<file path="src/rtl/nibble_serial_adder_if.sv">
// Purpose: request/result bundle between an adder client and nibble_serial_adder.
// Latency: none; wires only.
// Backpressure: start is held off by ready, and the result is held until ack.
// Optional: NSA_SUB_EN adds the sub (subtract select) signal.
interface nibble_serial_adder_if #(
  parameter int WIDTH = 16
);
  logic             start;
  logic [WIDTH-1:0] a;
  logic [WIDTH-1:0] b;
  logic             cin;
`ifdef NSA_SUB_EN
  logic             sub;
`endif
  logic             ready;
  logic             valid;
  logic             ack;
  logic [WIDTH-1:0] sum;
  logic             cout;
  logic             zero;
  logic             ovf;

  modport master (
`ifdef NSA_SUB_EN
    output sub,
`endif
    output start, a, b, cin, ack,
    input  ready, valid, sum, cout, zero, ovf
  );

  modport slave (
`ifdef NSA_SUB_EN
    input  sub,
`endif
    input  start, a, b, cin, ack,
    output ready, valid, sum, cout, zero, ovf
  );
endinterface

</file>
<file path="src/rtl/nibble_serial_adder.sv">
// Purpose: WIDTH-bit adder that processes one 4-bit slice per clock, with a registered ripple carry.
// Latency: valid rises WIDTH/4 edges after the accepting edge. One op per WIDTH/4+2 cycles at best.
// Backpressure: ready only in IDLE; the result is held in DONE until ack, and start is ignored there.
// Optional: NSA_SUB_EN adds sub, which computes a - b as a + ~b + 1.
module nibble_serial_adder #(
  parameter int WIDTH = 16
) (
  input logic                 clk,
  input logic                 rst,
  nibble_serial_adder_if.slave bus
);
  localparam int NS = WIDTH / 4;
  localparam int KW = (NS > 1) ? $clog2(NS) : 1;

  typedef enum logic [1:0] {IDLE, RUN, DONE} state_t;

  state_t           state, state_nxt;
  logic [WIDTH-1:0] op_a, op_b, sum_r, sum_nxt, b_in;
  logic             carry, c_in, cout_r, zero_r, ovf_r;
  logic [KW-1:0]    k;
  logic [3:0]       a_nib, b_nib;
  logic [4:0]       slice;
  logic [NS-1:0]    nib_or;
  logic             last;

  // Operand conditioning at acceptance: subtraction is inverted B plus a forced carry-in.
  always_comb begin
    b_in = bus.b;
    c_in = bus.cin;
`ifdef NSA_SUB_EN
    if (bus.sub) begin
      b_in = ~bus.b;
      c_in = 1'b1;
    end
`endif
  end

  // Select the current slice, add it, and build the partial sum and per-nibble zero terms.
  always_comb begin
    a_nib = 4'd0;
    b_nib = 4'd0;
    for (int i = 0; i < NS; i++) begin
      if (k == KW'(i)) begin
        a_nib = op_a[i*4 +: 4];
        b_nib = op_b[i*4 +: 4];
      end
    end
    slice   = {1'b0, a_nib} + {1'b0, b_nib} + {4'd0, carry};
    sum_nxt = sum_r;
    for (int i = 0; i < NS; i++) begin
      if (k == KW'(i)) sum_nxt[i*4 +: 4] = slice[3:0];
    end
    for (int i = 0; i < NS; i++) begin
      nib_or[i] = |sum_nxt[i*4 +: 4];
    end
    last = (k == KW'(NS - 1));
  end

  // State register.
  always_ff @(posedge clk) begin
    if (rst) state <= IDLE;
    else     state <= state_nxt;
  end

  // Next-state logic and the handshake outputs decoded from the state.
  always_comb begin
    state_nxt = state;
    bus.ready = 1'b0;
    bus.valid = 1'b0;
    case (state)
      IDLE: begin
        bus.ready = 1'b1;
        if (bus.start) state_nxt = RUN;
      end
      RUN: begin
        if (last) state_nxt = DONE;
      end
      DONE: begin
        bus.valid = 1'b1;
        if (bus.ack) state_nxt = IDLE;
      end
      default: state_nxt = IDLE;
    endcase
  end

  // Datapath: latch operands on acceptance, then one slice per edge. Flags are set on the last slice.
  always_ff @(posedge clk) begin
    if (rst) begin
      op_a   <= '0;
      op_b   <= '0;
      carry  <= 1'b0;
      k      <= '0;
      sum_r  <= '0;
      cout_r <= 1'b0;
      zero_r <= 1'b0;
      ovf_r  <= 1'b0;
    end else if (state == IDLE) begin
      if (bus.start) begin
        op_a  <= bus.a;
        op_b  <= b_in;
        carry <= c_in;
        k     <= '0;
        sum_r <= '0;
      end
    end else if (state == RUN) begin
      sum_r <= sum_nxt;
      carry <= slice[4];
      k     <= k + KW'(1);
      if (last) begin
        cout_r <= slice[4];
        zero_r <= ~|nib_or;
        ovf_r  <= (op_a[WIDTH-1] == op_b[WIDTH-1]) && (sum_nxt[WIDTH-1] != op_a[WIDTH-1]);
      end
    end
  end

  assign bus.sum  = sum_r;
  assign bus.cout = cout_r;
  assign bus.zero = zero_r;
  assign bus.ovf  = ovf_r;
endmodule

</file>
<file path="src/flat_wrapper.sv">
// flat-port wrapper written by rule: the top's interface ports become plain ports
module nibble_serial_adder_flat 
#(
  parameter int WIDTH = 16
)
  (clk, rst, bus_start, bus_a, bus_b, bus_cin, bus_ack, bus_ready, bus_valid, bus_sum, bus_cout, bus_zero, bus_ovf);
  nibble_serial_adder_if #(.WIDTH(WIDTH)) bus_i ();
  input logic clk;
  input logic rst;
  input wire logic [$bits(bus_i.start)-1:0] bus_start;
  input wire logic [$bits(bus_i.a)-1:0] bus_a;
  input wire logic [$bits(bus_i.b)-1:0] bus_b;
  input wire logic [$bits(bus_i.cin)-1:0] bus_cin;
  input wire logic [$bits(bus_i.ack)-1:0] bus_ack;
  output wire logic [$bits(bus_i.ready)-1:0] bus_ready;
  output wire logic [$bits(bus_i.valid)-1:0] bus_valid;
  output wire logic [$bits(bus_i.sum)-1:0] bus_sum;
  output wire logic [$bits(bus_i.cout)-1:0] bus_cout;
  output wire logic [$bits(bus_i.zero)-1:0] bus_zero;
  output wire logic [$bits(bus_i.ovf)-1:0] bus_ovf;
  assign bus_i.start = bus_start;
  assign bus_i.a = bus_a;
  assign bus_i.b = bus_b;
  assign bus_i.cin = bus_cin;
  assign bus_i.ack = bus_ack;
  assign bus_ready = bus_i.ready;
  assign bus_valid = bus_i.valid;
  assign bus_sum = bus_i.sum;
  assign bus_cout = bus_i.cout;
  assign bus_zero = bus_i.zero;
  assign bus_ovf = bus_i.ovf;
  nibble_serial_adder #(.WIDTH(WIDTH)) u_core (.clk(clk), .rst(rst), .bus(bus_i));
endmodule
</file>
<file path="config.mk">
export PLATFORM = sky130hd
export DESIGN_NAME = nibble_serial_adder_flat
export DESIGN_NICKNAME = d
export VERILOG_FILES = /design/src/rtl/nibble_serial_adder_if.sv /design/src/rtl/nibble_serial_adder.sv /design/src/flat_wrapper.sv
export SDC_FILE = /design/constraint.sdc
export NUM_CORES = 1
export LEC_CHECK = 0
export BUFFER_PORTS_ARGS = -buffer_cell sky130_fd_sc_hd__clkbuf_2
export CORE_ASPECT_RATIO = 0.9
export CORE_MARGIN = 4
export CORE_UTILIZATION = 35
export CTS_CLUSTER_SIZE = 30
export DETAILED_ROUTE_END_ITERATION = 8
export PLACE_DENSITY = 0.52
export SETUP_SLACK_MARGIN = 0.05
export SLEW_MARGIN = 15
export SYNTH_ARGS = -nofsm -noshare
export SYNTH_HDL_FRONTEND = slang
export SYNTH_SLANG_ARGS = --single-unit
export TNS_END_PERCENT = 50
</file>
<file path="constraint.sdc">
create_clock -name clk -period 4 [get_ports clk]
set_input_delay 0.4 -clock clk [delete_from_list [all_inputs] [get_ports clk]]
set_output_delay 0.4 -clock clk [all_outputs]
set_load 0.02 [all_outputs]
</file>
Word level (Yosys, flattened, before mapping). Cells that the tools add are included.

Register bits: 56. Output and inout port bits: 21. Logic and storage cells: 60.

Add/sub/neg operators: 3. Equality and inequality tests: 10. Multiplexer cells: 27. Bitwise gates (word level): 1. Reduce and logical (&&, ||, !) cells: 10.

Operator list (number): 16-bit 2-to-1 mux (3); 4-bit 2-to-1 mux (12); 16-bit OR reduction (1); 2-bit 2-to-1 mux (6); 2-bit == test, second input constant (3); 2-bit case mux with 3 select lines (1); 3-bit AND reduction (2); 4-bit by 4-bit adder with 5-bit output (1); 5-bit by 1-bit adder with 5-bit output (1); 1-bit 2-to-1 mux (5); 2-bit by 1-bit == test with 1-bit output, second input constant (2); 2-bit logical NOT (2); 2-bit != test, second input constant (2); 2-bit AND reduction (2); 2-bit by 1-bit adder with 2-bit output, second input constant (1); 2-bit by 1-bit != test with 1-bit output, second input constant (1); 2-bit nonzero test (1); 1-bit == test (1); 1-bit logical AND (1); 1-bit logical NOT (1); 1-bit != test (1); 1-bit NOT (1).

Logic depth before layout (Yosys ltp). Gate-level depths: netlist of run 1.

Word-level depth: 10. Mapped depth: 14. Depth with buffers taken out: 13.

Worst setup path after synthesis of run 1. No wires, ideal clock.

Path type: register to register. Start point: register u_core.k[0]. End point: register u_core.zero_r, in the netlist u_core.bus.zero. Arrival: 3.027 ns. Required time: 3.899 ns. Setup slack: 0.872 ns. Cell stages (with the launch flop): 14. Cell sequence: dfxtp_1 -> inv_1 -> ha_1 -> clkbuf_1 -> clkbuf_1 -> a21oi_1 -> o21ai_0 -> fa_1 -> inv_1 -> fa_1 -> inv_1 -> a2111oi_0 -> o221ai_1 -> o41ai_1.

Word-level cells in the longest chain between the ends: 10.

RTL lines: from (decl) (RTL line nibble_serial_adder.sv:20) `logic [KW-1:0] k;`; from (signal assigned) (RTL line nibble_serial_adder.sv:108) `k <= k + KW'(1);`; 2-bit logical NOT (RTL line nibble_serial_adder.sv:43, nibble_serial_adder.sv:51); 4-bit 2-to-1 mux (4 in a row) (RTL line nibble_serial_adder.sv:43) `if (k == KW'(i)) begin`; 4-bit by 4-bit adder with 5-bit output (RTL line nibble_serial_adder.sv:48) `slice = {1'b0, a_nib} + {1'b0, b_nib} + {4'd0, carry};`; 5-bit by 1-bit adder with 5-bit output (RTL line nibble_serial_adder.sv:48); 4-bit 2-to-1 mux (RTL line nibble_serial_adder.sv:51) `if (k == KW'(i)) sum_nxt[i*4 +: 4] = slice[3:0];`; 16-bit OR reduction (RTL line nibble_serial_adder.sv:111) `zero_r <= ~|nib_or;`; 1-bit logical NOT (RTL line nibble_serial_adder.sv:111); to (signal assigned) (RTL line nibble_serial_adder.sv:111); to (decl) (RTL line nibble_serial_adder.sv:19) `logic carry, c_in, cout_r, zero_r, ovf_r;`.

Parallel ways exist; a longest one is shown, timed or not. A chain may end at the register's enable or synchronous reset.

Final worst setup path of run 1. Same ends and word-level chain as after synthesis.

==> results of run 1 <==
## power groups by stage
stage | combinational (uW) | clock [uW] | sequential (uW)
2_1_floorplan | 138 | 0 | 611
3_3_place_gp | 186 | 0 | 617
3_5_place_dp | 188 | 0 | 617
4_1_cts | 189 | 327 | 604
5_1_grt | 212 | 347 | 607
6_report | 187 | 317 | 604
## synthesized netlist by cell type (all sizes together), types with 3 or more instances
cell type,count
nor4,3
o21ai,10
a22oi,8
a32oi,4
dfxtp,56
nand3b,9
nor2b,4
buf,6
a21o,3
and2,3
nor3,5
clkbuf,21
o21ba,4
nand2,82
nor2,28
a311oi,3
ha,7
inv,8
a21oi,55
## tightest hold or removal path: cells and delay by family
family | cells | cell delay [ns]
AOI/OAI and AO/OA | 1 | 0.05
buffers and inverters | 1 | 0.08
and+or+nand+nor | 1 | 0.04
## area by class of cell
cell class	count	area (um2)	area share, %
clock buffers	8	90.1	2.97
inverters	8	30.0	0.991
multi-input cells	251	1370	45.3
flip-flops and latches	56	1120	37.0
well taps	93	116	3.84
repair buffers	59	300	9.91
## kinds of logic after synthesis
group | share of synthesized area [%]
AO/OA/AOI/OAI | 22.0
XOR/XNOR | 0.333
adder cells (fa/ha/maj) | 4.85
buffers and inverters | 5.51
flip-flops | 42.6
AND/OR/NAND/NOR | 24.7
## sequential cells by signal, indices dropped and copies added (netlist names)
| register | count |
|---|---|
| u_core.op_a | 16 |
| u_core.state | 2 |
| u_core.bus.cout | 1 |
| u_core.bus.sum | 16 |
| u_core.op_b | 16 |
| u_core.bus.ovf | 1 |
| u_core.carry | 1 |
| u_core.k | 2 |
| u_core.bus.zero | 1 |
## layer usage
metal	global-route usage (%)	vias to the layer above
met1	20.1	1068
met4	3.07	0
met2	23.9	46
met5	0	-
met3	3.17	2
li1	-	1245
## final timing paths
check	start	endpoint	slack [ns]	cells past startpoint
hold / removal	bus_a[1]	u_core.op_a[1]	0.30	3
setup reg to reg	u_core.k[0]	u_core.bus.zero	0.53	13
setup / recovery	u_core.k[0]	u_core.bus.zero	0.53	13
hold reg to reg	u_core.op_a[3]	u_core.op_a[3]	0.46	2
## per-stage QoR
step                instance area, um2  cells  utilization (%)  worst slack [ns]  power (uW)
finish                            3030    475             42.2             0.533        1110
global route                      3030    475             42.2             0.239        1170
CTS                               3030    475             42.2             0.511        1120
detailed placement                2940    467             40.9             0.550         805
global placement                  2940    467             40.9             0.674         803
floorplan                         2630    342                -             0.872         749
==> results.md, run 1 <==
STA:
- Setup repair after global routing left no endpoint under its margin.
- Adding up every negative setup slack in the final design gives 0 ns.
- The highest clock frequency the design can meet is slightly below 0.3 GHz.
- The worst hold slack is ~0.3 ns.
- The actual transition at the worst max-transition pin is about 1.1 ns.
- The share of the clock period used by the worst path after layout is ~87%.
- The number of max-slew violations in the final report was 0.
- The number of hold violations in the final report is 0.
- Setup violations remaining at the end of the flow were counted as 0.
- The headroom to the max-slew limit is between 20% and 30%.
- The clock period minus final worst setup slack is ~3.5 ns.
- Clock skew on the completed layout was measured at around 0.0057 ns.

Critical path:
- The cell that appears most often on the critical path is inv_1.
- The endpoint required time on the critical path is between 4 and 5 ns.
- On the worst path, the slowest cell contributes a delay of between 0.5 and 0.6 ns.
- Counting both buffers and inverters, the worst setup path holds a total of 3.
- The critical path class is reg -> reg.
- The kind of cell adding the most delay to the critical path is compound AO/OA/AOI/OAI gates.
- STA classifies the critical path endpoint as a flip-flop.
- The slowest cell on the critical path is ha_1.
- The arrival time at the worst endpoint is about 3.7 ns.
- The maximum fanout encountered on the critical timing path is 16.
- STA classifies the critical path startpoint as a flip-flop.
- Walking the worst path, the cells encountered are inv_1 -> ha_1 -> nand3b_1 -> a21oi_1 -> a21oi_1 -> o21ai_0 -> fa_1 -> inv_1 -> fa_1 -> inv_1 -> a2111oi_0 -> o221ai_1 -> o41ai_1.

Synthesis:
- Counting flops with an async set or reset pin after synthesis yields a share of 0%.
- Sequential elements use ~43% of the synthesized area.
- Of all cell types, the one taking the most synthesized area is dfxtp_1.
- The gate count of the mapped netlist is ~340.
- Yosys mapped a number of flops with a built-in enable equal to 0.
- Yosys printed 0 warnings.
- Yosys attributes the largest share of cell area to dfxtp_1 43%, nand2_1 12%, a21oi_1 10%.
- The mean post-synth cell area is ~7.7 um2.
- For this run, the leading register cell type out of synthesis is dfxtp_1.
- The area of the mapped netlist is between 2000 and 3000 um2.
- Counting distinct cell types in the post-synthesis netlist gives 39.
- Synthesis produced a netlist with a net count of roughly 390.
- The share of Yosys cell area claimed by the top area cell type is a little over two fifths.
- In this run, synthesis produced a sequential element count of 56.

Pwr:
- The power density normalized to cell area is 365 nW/um2.
- The switching component of the power is 309 uW.
- The worst-case vdd ir drop is roughly 0.13 mV.
- The part of the total power dissipated in sequential elements is between 50% and 60%.
- The clock network fraction of total power is 28.6%.
- In this run switching power makes up 27.9% of total power.
- The static leakage power is 0.00123 uW.
- The cell-internal power is 798 uW.
- In this run, the combinational gates consume approximately 17% of the power.

Die:
- Pin placement for this block handled 58 I/O pins.
- The floorplan has 29 rows.
- The chip width is 99.4 um.
- The initial core utilization is between 30% and 40%.
- The die footprint is ~9000 um2.
- The height of the die is about 90 um.
- After floorplanning, the core was sized to cover between 7000 and 8000 um2.

Layout:
- The relative area change from synthesis to final layout is 15.1%.
- The leading cell type in the layout, fill and taps excluded is nand2_1.
- The fill cell total of the finished layout is approximately 780.
- For this run, the post-layout net count is ~430.
- 0 antenna diodes ended up in the layout.
- The library cells used most frequently in the layout, excluding fill and tap cells, are 82 x nand2_1, 57 x clkbuf_2, 56 x dfxtp_1.
- Cells with a size suffix above 1 make up approximately 19% of the layout.

Global route:
- Entering global routing, the biggest net connects a little under 60 pins.
- Global routing finished with a remaining overflow of 0.
- The first global-routing pass estimated around 11,000 um of wire.
- The number of antenna violations at the first check in global routing was 0.
- The number of global-route vias before repair came to 2,303.
- The overall track demand over capacity in global routing is 14.7%.

Clocking:
- The root buffer cell chosen for the clock tree is clkbuf_8.
- The TritonCTS clock tree is yes.
- The setup fix buffers added after clock tree synthesis is 0.
- The latest clock arrival within the worst-skew pair is 0.30 ns.
- The deepest level of the CTS H-tree is 2.
- The quantity of hold-fixing buffers added after cts is 0.
- Clock tree synthesis found a total of between 50 and 60 sinks.
- The clock transition at the registers of the reported paths is 0.10 ns.
- No sink is reached through more buffers than the 2 on the longest clock path.
- The post-CTS resize count is 0.
- In this run, CTS created clock tree buffers numbering 5.

Flow run:
- The reported max-cap violation count is 0.

Detailed routing:
- The detailed router finished its first iteration with between 90 and 100 violations.
- After detailed routing, the number of remaining DRC violations is 0.
- Summed over all nets, wire length on met2 after detailed routing comes to approximately 3000 um.
- In the final routing, the length of wire on met1 measures approximately 3300 um.
- In the final routed layout, each cell accounts on average for about 14 um.
- For this run, the detailed router's first-pass iteration total came to 4.
- Once detail routing completed, the nets flagged for antenna violations numbered 0.
- The uppermost metal layer occupied by signal nets is met4.
- After detailed routing, the number of vias per cell comes to between 4 and 5.
- The via count is about 2,400.
- The routed wire length is approximately 6600 um.
- The wire length on met3 is ~270 um.

Placed design:
- The number of input and output port buffers inserted is between 50 and 60.
- Routability-driven placement finished with a final weighted congestion of between 0.7 and 0.8.
- After legalization and detailed placement, the total HPWL measured between 4000 and 5000 um.

Outcome:
- The run finished with clean final reports.

Worst hold path:
- The worst hold path class is in -> reg.
No activity file was read; power rests on OpenSTA's default activity.
==> run 2, diff against run 1 <==
--- a/config.mk
+++ b/config.mk
@@ -11,8 +11,8 @@
 export CORE_UTILIZATION = 35
 export CTS_CLUSTER_SIZE = 30
 export DETAILED_ROUTE_END_ITERATION = 8
-export PLACE_DENSITY = 0.52
-export SETUP_SLACK_MARGIN = 0.05
+export PLACE_DENSITY = 0.54
+export SETUP_SLACK_MARGIN = 0.1
 export SLEW_MARGIN = 15
 export SYNTH_ARGS = -nofsm -noshare
 export SYNTH_HDL_FRONTEND = slang
==> constraint.sdc (replaced) <==
create_clock -name clk -period 2.95 [get_ports clk]
set_input_delay 0.295 -clock clk [delete_from_list [all_inputs] [get_ports clk]]
set_output_delay 0.295 -clock clk [all_outputs]
set_load 0.02 [all_outputs]
==> results.md, run 2 (synthesis results as in run 1) <==
Critical path:
- Of all nets on the critical path, the largest fanout is 8.
- Data on the critical path is required at its endpoint by approximately 3.2 ns.
- The largest stage delay on the critical path is approximately 0.57 ns.
- The worst setup path is captured at a flip-flop.
- The minimum setup slack among reg-to-reg paths is approximately 0.15 ns.
- The critical path goes through inv_4 -> ha_4 -> nand3b_1 -> a21oi_2 -> a21oi_2 -> o21ai_2 -> fa_2 -> inv_2 -> fa_1 -> inv_2 -> a2111oi_4 -> o221ai_2 -> o41ai_2.
- The endpoint of the worst register-to-register path is u_core.bus.zero.
- On the critical path, the stage with the largest delay is an instance of fa_1.
- The worst reg2reg path depth is 13.
- The worst setup path is launched from a flip-flop.
- The worst register-to-register path begins at u_core.k[1].
- The arrival time at the worst endpoint is 3.02 ns.
- The worst setup path is of the reg -> reg kind.

Global route:
- The number of antenna violations at the first check in global routing came to 0.
- The maximum number of pins on one net before global-route repair is 36.
- The number of global-route vias before repair is 2,327.
- For this run the aggregate overflow at the end of global routing stands at 0.
- For this run, the total global-route usage over all layers was measured as approximately 16%.
- The first-pass GRT wire length is 11,500 um.

Clocking:
- The clock tree synthesis step divided the H-tree into 2 levels.
- The TritonCTS sink count is 56.
- Buffers inserted to repair hold after CTS numbered 0.
- After clock tree synthesis, the clock-pin slew on the worst setup and hold paths is approximately 0.1 ns.
- In this run the deepest clock path goes through 2 buffers.
- The TritonCTS clock tree is yes.
- Clock latency on the worst-skew pair, taken at its later pin, is approximately 0.32 ns.
- The CTS buffer count is 5.
- The root buffer selected by CTS is clkbuf_8.

Pwr:
- The cell-internal power is between 1000 and 1500 uW.
- The net switching fraction of the power is roughly 28%.
- The clock network burns roughly a third of the power.
- The part of the total power dissipated in sequential elements is around 49%.
- The share of total power dissipated in combinational logic is between 10% and 20%.
- In this run the static leakage power is 0.00136 uW.
- The power density normalized to cell area is between 500 and 600 nW/um2.
- Across the VDD grid, the largest voltage drop is between 0.2 and 0.25 mV.
- The analysis attributes to net switching a power of approximately 470 uW.

STA:
- Setup violations remaining at the end of the flow were counted as 0.
- The number of max-slew violations in the final report was 0.
- Dividing the final minimum period by the clock period gives a little over nine tenths.
- The number of hold violations in the final report came to 0.
- At the pin with the least slew margin, the transition time is between 0.5 and 0.6 ns.
- Static timing analysis puts the maximum clock frequency at roughly 0.36 GHz.
- The clock period minus final worst setup slack is 2.80 ns.
- Setup repair after global routing could not meet its margin everywhere.
- On the final layout, the worst clock skew is around 0.0067 ns.
- The headroom to the max-slew limit is approximately 66%.

Detailed routing:
- The final layout contains routed wiring with a total length of roughly 7000 um.
- Using the TritonRoute via totals, the vias-per-cell ratio works out to ~5.
- The via count is 2,487.
- The count of TritonRoute iterations in the first routing pass is 4.
- Dividing the detail-routed wire length by the instance count gives 14.2 um.
- In the routed design, unresolved DRC markers number 0.
- In this run the remaining antenna-violating nets after routing total 0.
- The first-iteration detailed-routing DRC count is 140.

Die:
- In this run the vertical extent of the chip is ~90 um.
- The number of cell rows is 29.
- Once the floorplan was initialized, standard cells occupied between 30% and 40% of the core.
- The die covers 8980 um2.
- The chip width is around 99 um.
- For this design the top-level I/O count stands at 58.
- The area of the placeable core is around 7200 um2.

Layout:
- After routing the design area is about 3300 um2.
- The repair_antennas step left the layout with diodes totalling 0.
- In the layout the commonest cells are 82 x nand2_1, 57 x clkbuf_2, 54 x dfxtp_1.
- Cells fill about 46% of the core in the end.
- The net count of the finished layout is approximately 450.
- Leaving out fill and tap cells, the most frequent cell in the layout is nand2_1.
- Relative to the synthesized area, the layout overhead comes to 26.6%.
- In the final layout, the share of cells above drive strength 1 is 29.3%.

Worst hold path:
- The worst hold path endpoint is u_core.op_b[0].
- The worst hold path begins at bus_b[0].
- The number of cells on the worst hold path is 3.
- The tightest min-delay check is of the in -> reg type.

Placed design:
- Port buffering added 57 buffers.
- The detailed placement HPWL is about 5200 um.
- After detailed placement, the total cell area comes to just over 3000 um2.
- Routability-driven placement finished with a final weighted congestion of 0.829.

Flow run:
- The tool flagged a number of max-cap violations equal to 0.

Outcome:
- The run finished with clean final reports.
run 2: cell type report:
cell class | instances | area, um2
tap | 93 | 116
clock buffer | 6 | 82.6
clock inverter | 2 | 38.8
multi-input combinational | 251 | 1500
inverter | 8 | 35.0
sequential | 56 | 1120
fill | 744 | 3850
timing repair buffer | 77 | 435
run 2: timing repair:
action / 4_1_cts / 5_1_grt
endpoints found under the setup margin: 2 / 6
resized for setup: 9 / 21
setup buffers: 2 / 3
pin swaps: 6 / 10
run 2: metal layers:
metal | wire length [um] | global-route usage (%) | vias up
met5 | 0 | 0 | -
met2 | 3180 | 24.3 | 61
met3 | 302 | 2.86 | 9
met1 | 3430 | 22.4 | 1136
met4 | 96 | 3.87 | 0
li1 | - | - | 1281
run 2: power by group through the flow:
stage	clock [uW]	sequential (uW)	combinational, uW
after global placement	0	838	273
after CTS	552	821	284
after global routing	581	827	353
after detailed placement	0	837	277
after floorplan	0	829	197
final	536	822	317
run 2: how the worst max path moves through the flow:
stage | slack (ns) | cells after the start | endpoint | from
after floorplan | 0.10 | 14 | u_core.bus.zero | u_core.k[1]
after global placement | 0.07 | 13 | u_core.bus.zero | u_core.k[1]
after detailed placement | -0.04 | 13 | u_core.bus.zero | u_core.k[1]
after CTS | 0.13 | 13 | u_core.bus.zero | u_core.k[1]
after global routing | 0.02 | 13 | u_core.bus.zero | u_core.k[1]
final | 0.15 | 13 | u_core.bus.zero | u_core.k[1]
run 2: per-stage QoR:
step / instances / hold slack, ns / setup TNS [ns] / setup WS (ns) / total power (uW)
after CTS: 490 / 0.170 / 0 / 0.132 / 1660
after detailed placement: 480 / 0.453 / -0.0350 / -0.0350 / 1110
after floorplan: 342 / 0.431 / 0 / 0.104 / 1030
after global placement: 480 / 0.449 / 0 / 0.0673 / 1110
after global routing: 493 / 0.177 / 0 / 0.0249 / 1760
final: 493 / 0.182 / 0 / 0.154 / 1680
run 2: worst max-delay path: cells and delay by family (launching register included):
family                   cells  cell delay, ns
flip-flops                   1            0.36
AND/OR/NAND/NOR              1            0.17
adder cells (fa/ha/maj)      3            0.98
AO/OA/AOI/OAI                6            1.05
buffers and inverters        3            0.16
